### config.mk
export PLATFORM = sky130hd
export DESIGN_NAME = pwm_dispense_sequencer
export DESIGN_NICKNAME = d
export VERILOG_FILES = /design/src/rtl/pwm_dispense_sequencer.sv
export SDC_FILE = /design/constraint.sdc
export NUM_CORES = 1
export LEC_CHECK = 0
export CORE_MARGIN = 5
export CORE_UTILIZATION = 43
export DETAILED_ROUTE_END_ITERATION = 8
export HOLD_SLACK_MARGIN = 0.03
export PLACE_DENSITY = 0.71
export SLEW_MARGIN = 20
export SYNTH_ARGS = -nofsm -noshare
export SYNTH_HDL_FRONTEND = slang
export SYNTH_SLANG_ARGS = --single-unit
### constraint.sdc
create_clock -name clk -period 5.4 [get_ports clk]
set_input_delay 1.08 -clock clk [delete_from_list [all_inputs] [get_ports clk]]
set_output_delay 1.08 -clock clk [all_outputs]
set_load 0.01 [all_outputs]
### src/rtl/pwm_dispense_sequencer.sv
// Round-robin sharing of one PWM duty channel among N_REQ dispenser motors.
// Ports: clk, rst_n, req, abort in; duty, sel, busy, done, done_id out.
module pwm_dispense_sequencer #(
  parameter int N_REQ       = 4,
  parameter int DUTY_W      = 5,
  parameter int DUTY_MAX    = 24,
  parameter int STEP_CYCLES = 32,
  parameter int HOLD_CYCLES = 256,
  localparam int IW         = $clog2(N_REQ)
) (
  input  logic              clk,
  input  logic              rst_n,
  input  logic [N_REQ-1:0]  req,
  input  logic              abort,
  output logic [DUTY_W-1:0] duty,
  output logic [N_REQ-1:0]  sel,
  output logic              busy,
  output logic              done,
  output logic [IW-1:0]     done_id
);

  localparam int TMAX =
    (STEP_CYCLES > HOLD_CYCLES) ? STEP_CYCLES : HOLD_CYCLES;
  localparam int TW =
    ($clog2(TMAX) < 1) ? 1 : $clog2(TMAX);
  localparam logic [TW-1:0] STEP_T = TW'(STEP_CYCLES - 1);
  localparam logic [TW-1:0] HOLD_T = TW'(HOLD_CYCLES - 1);
  localparam logic [DUTY_W-1:0] DMAX = DUTY_W'(DUTY_MAX);
  localparam logic [DUTY_W-1:0] ONE = DUTY_W'(1);

  typedef enum logic [2:0] {
    IDLE,
    RAMP_UP,
    HOLD,
    RAMP_DOWN,
    DONE
  } state_t;

  state_t            state_q, state_d;
  logic [DUTY_W-1:0] duty_q, duty_d;
  logic [N_REQ-1:0]  sel_q, sel_d;
  logic [TW-1:0]     timer_q, timer_d;
  logic [IW-1:0]     grant_q, grant_d;
  logic [IW-1:0]     rr_q, rr_d;
  logic              done_q, done_d;
  logic [IW-1:0]     done_id_q, done_id_d;

  logic              found;
  logic [IW-1:0]     gidx;
  logic [N_REQ-1:0]  gsel;
  logic [IW-1:0]     idx;
  logic [IW-1:0]     rr_next;

  // First set request at or above the rr pointer, wrapping.
  always_comb begin
    found = 1'b0;
    gidx  = '0;
    gsel  = '0;
    idx   = '0;
    for (int i = 0; i < N_REQ; i++) begin
      idx = IW'((int'(rr_q) + i) % N_REQ);
      if (!found && req[idx]) begin
        found     = 1'b1;
        gidx      = idx;
        gsel[idx] = 1'b1;
      end
    end
  end

  assign rr_next = (grant_q == IW'(N_REQ - 1)) ?
    '0 : grant_q + IW'(1);

  always_comb begin
    state_d   = state_q;
    duty_d    = duty_q;
    sel_d     = sel_q;
    timer_d   = timer_q;
    grant_d   = grant_q;
    rr_d      = rr_q;
    done_d    = 1'b0;
    done_id_d = done_id_q;
    unique case (state_q)
      IDLE: begin
        if (found) begin
          state_d = RAMP_UP;
          sel_d   = gsel;
          grant_d = gidx;
          duty_d  = '0;
          timer_d = STEP_T;
        end
      end
      RAMP_UP: begin
        // abort freezes duty where it is and starts the ramp down
        if (abort) begin
          state_d = RAMP_DOWN;
          timer_d = STEP_T;
        end else if (timer_q == '0) begin
          timer_d = STEP_T;
          duty_d  = duty_q + ONE;
          if (duty_q + ONE == DMAX) begin
            state_d = HOLD;
            timer_d = HOLD_T;
          end
        end else begin
          timer_d = timer_q - TW'(1);
        end
      end
      HOLD: begin
        if (abort || timer_q == '0) begin
          state_d = RAMP_DOWN;
          timer_d = STEP_T;
        end else begin
          timer_d = timer_q - TW'(1);
        end
      end
      RAMP_DOWN: begin
        if (timer_q == '0) begin
          timer_d = STEP_T;
          if (duty_q <= ONE) begin
            duty_d    = '0;
            sel_d     = '0;
            state_d   = DONE;
            done_d    = 1'b1;
            done_id_d = grant_q;
            rr_d      = rr_next;
          end else begin
            duty_d = duty_q - ONE;
          end
        end else begin
          timer_d = timer_q - TW'(1);
        end
      end
      DONE: begin
        state_d = IDLE;
      end
      default: begin
        state_d = IDLE;
        duty_d  = '0;
        sel_d   = '0;
      end
    endcase
  end

  always_ff @(posedge clk or negedge rst_n) begin
    if (!rst_n) begin
      state_q   <= IDLE;
      duty_q    <= '0;
      sel_q     <= '0;
      timer_q   <= '0;
      grant_q   <= '0;
      rr_q      <= '0;
      done_q    <= 1'b0;
      done_id_q <= '0;
    end else begin
      state_q   <= state_d;
      duty_q    <= duty_d;
      sel_q     <= sel_d;
      timer_q   <= timer_d;
      grant_q   <= grant_d;
      rr_q      <= rr_d;
      done_q    <= done_d;
      done_id_q <= done_id_d;
    end
  end

  assign duty    = duty_q;
  assign sel     = sel_q;
  assign busy    = (state_q != IDLE);
  assign done    = done_q;
  assign done_id = done_id_q;

endmodule

==> impl_metrics.csv <==
group,metric,value,unit
place,gp_congestion,0.8077,
setup_path,arrival,2.04,ns
synthesis,syn_nets,262,
place,port_buffers,19,
final_layout,antenna_cells,0,
setup_path,start_kind,"register",
final_layout,area_growth,12.02,%
clock_network,ctsResizeCount,0,
detailed_routing,drc,0,
grt,grt_use_total,15.60,%
synthesis,netlist-cell-type-count,58,
place,dp_cells,315,
sta,finClkSkew,0.009624,ns
sta,final.setup.tns,0,ns
detailed_routing,routedWlPerCell,14.94,um
outcome,status,"complete, no violations",
clock_network,cts_sinks,27,
clock_network,cts_buffer_depth,2,
sta,rsz0062_at_grt,"false",
floorplanning,io_pins,20,
setup_path,cp-end-kind,"output pin",
final_layout,final_cells,319,
detailed_routing,drt_pre_antenna_iters,4,
clock_network,cts_root_buf,"clkbuf_8",
floorplanning,initial_core_util,44.96,%
floorplanning,dieWidth,80.97,um
power,p_leak,0.9440,nW
detailed_routing,viasPerCell,5.884,
sta,max_slew_margin,46.67,%
floorplanning,die_h,80.97,um
synthesis,syn_avg_cell_area,8.950,um^2
power,power.density,366.4,mW/mm^2
clock_network,cts-htree-levels,1,
clock_network,clk_pin_slew_worst_paths,0.10,ns
grt,grt_max_degree,28,
min_path,hp-class,"reg -> reg",
final_layout,drive_gt1_share,8.333,%
synthesis,synth_ff_type,"dfrtp_1",
floorplanning,die_area,0.006556,mm^2
synthesis,netlist_instances,242,
synthesis,ys_seq_area_share,31.20,%
setup_path,cp.required,4.32,ns
detailed_routing,drt_iter0_markers,76,
floorplanning,rows,25,
flow_run,max_cap_viol_count,0,
grt,antenna_found_initial,0,
sta,min_period_over_period,57.69,%
sta,fmax,0.3210,GHz
place,hpwlAfterDp,3366,um
clock_network,insertion_delay,0.28,ns
detailed_routing,num_vias,1877,
grt,grt_pass1_vias,1699,
clock_network,numCtsBuffers,3,
clock_network,cts.hold.buffers_added,0,
power,vdd_drop_max,0.1990,mV
floorplanning,core_area,0.004817,mm^2
sta,finalSetupViolations,0,
synthesis,ys_warn_count,0,
sta,period_needed,3.115,ns
synthesis,synth_edf_count,0,
final_layout,final_cell_mix,"dfrtp_1 (27), nor2_1 (22), clkdlybuf4s50_1 (19)",
clock_network,cts_tree,"done",
sta,hold_viol,0,
final_layout,nets,273,
synthesis,netlist_area,0.002166,mm^2
setup_path,crit_path_max_fanout,25,
grt,overflow,0,
clock_network,post-cts-setup-buffers,0,
sta,tightest_slew,0.8000,ns
final_layout,final_common_cell,"dfrtp_1",
synthesis,async_flop_share,100.0,%
detailed_routing,antenna_left,0,
sta,report.final.slew_viol_count,0,
grt,grt_pass1_wl,8190,um
synthesis,ys_ff_latch,27,
detailed_routing,wl,4767,um
setup_path,critical_path_class,"reg -> out",
critical path: stages (launching register included):
cell,delay [ns]
dfrtp_1,0.66
nor3_1,0.46
inv_1,0.14
clkdlybuf4s50_1,0.50
synthesized netlist by cell type (3+ instances only):
master | instances | area, um^2
o31ai_1 | 4 | 30.03
clkbuf_1 | 9 | 33.78
or3_1 | 3 | 18.77
nor4_1 | 4 | 25.02
a221oi_1 | 6 | 52.55
or4_1 | 3 | 22.52
nor2b_1 | 10 | 62.56
o221ai_1 | 3 | 26.28
nand2b_1 | 6 | 37.54
ha_1 | 13 | 162.7
dfrtp_1 | 27 | 675.7
o41ai_1 | 3 | 26.28
a31oi_1 | 7 | 43.79
nor3_1 | 14 | 70.07
a21oi_1 | 13 | 65.06
a221o_1 | 4 | 40.04
inv_1 | 9 | 33.78
nor2_1 | 22 | 82.58
and2_1 | 3 | 18.77
nand2_1 | 17 | 63.81
buf_2 | 3 | 15.01
mux4_2 | 3 | 67.56
o21ai_0 | 9 | 45.04
cells by family (layout without fill, tap and decap cells):
| group | Yosys count | after routing | synth area share, % |
|---|---|---|---|
| simple gates | 95 | 95 | 24.84 |
| compound gates | 73 | 73 | 24.61 |
| flops | 27 | 27 | 31.20 |
| buf+inv | 24 | 34 | 5.025 |
| fa+ha+maj | 13 | 13 | 7.510 |
| mux | 8 | 8 | 6.008 |
| xor+xnor | 2 | 2 | 0.8089 |
power breakdown:
group          switching (mW)  internal (mW)
combinational           0.208          0.208
clock                  0.0633         0.0518
sequential              0.101          0.257
per-stage QoR:
| stage | worst slack, ns | util [%] | cell area (um^2) | hold slack [ns] | power [mW] |
|---|---|---|---|---|---|
| finish | 2.285 | 50.36 | 2426 | 0.5248 | 0.8890 |
| detailed placement | 2.112 | 49.40 | 2380 | 0.4966 | 0.7762 |
| global route | 2.080 | 50.36 | 2426 | 0.5481 | 0.9682 |
| CTS | 2.283 | 50.36 | 2426 | 0.5248 | 0.8965 |
| floorplan | 2.744 | - | 2166 | 0.4743 | 0.6619 |
| global placement | 2.129 | 49.40 | 2380 | 0.4999 | 0.7641 |
layer usage:
| layer | vias to the layer above | wire length [um] | global-route usage (%) |
|---|---|---|---|
| li1 | 944 | - | - |
| met1 | 893 | 2304 | 22.12 |
| met2 | 37 | 2278 | 24.63 |
| met3 | 3 | 166 | 2.993 |
| met4 | 0 | 18 | 3.378 |
| met5 | - | 0 | 0 |
area by class of cell:
type	count	area (um^2)
clock buffers	3	41.29
clock inverters	1	5.005
fillers	467	2391
inverters	9	33.78
multi-input cells	191	1381
flip-flops and latches	27	675.6
well taps	67	83.83
repair buffers	21	205.2
worst paths after layout:
check                      startpoint    endpoint  slack [ns]  cells past startpoint
min reg2reg                done_id[0]  done_id[0]        0.52                      1
max in group asynchronous       rst_n     duty[1]        3.95                      2
max reg2reg                   rr_q[0]      sel[1]        2.52                      6
min in group asynchronous       rst_n      sel[3]        1.17                      2
max                        state_q[1]        busy        2.28                      3
min                        done_id[0]  done_id[0]        0.52                      1
registers in the layout, summed over array words and instances, names as in the netlist:
register  flops
done          1
timer_q       8
rr_q          2
sel           4
done_id       2
duty          5
grant_q       2
state_q       3
Power figures use the tool's default switching activity.
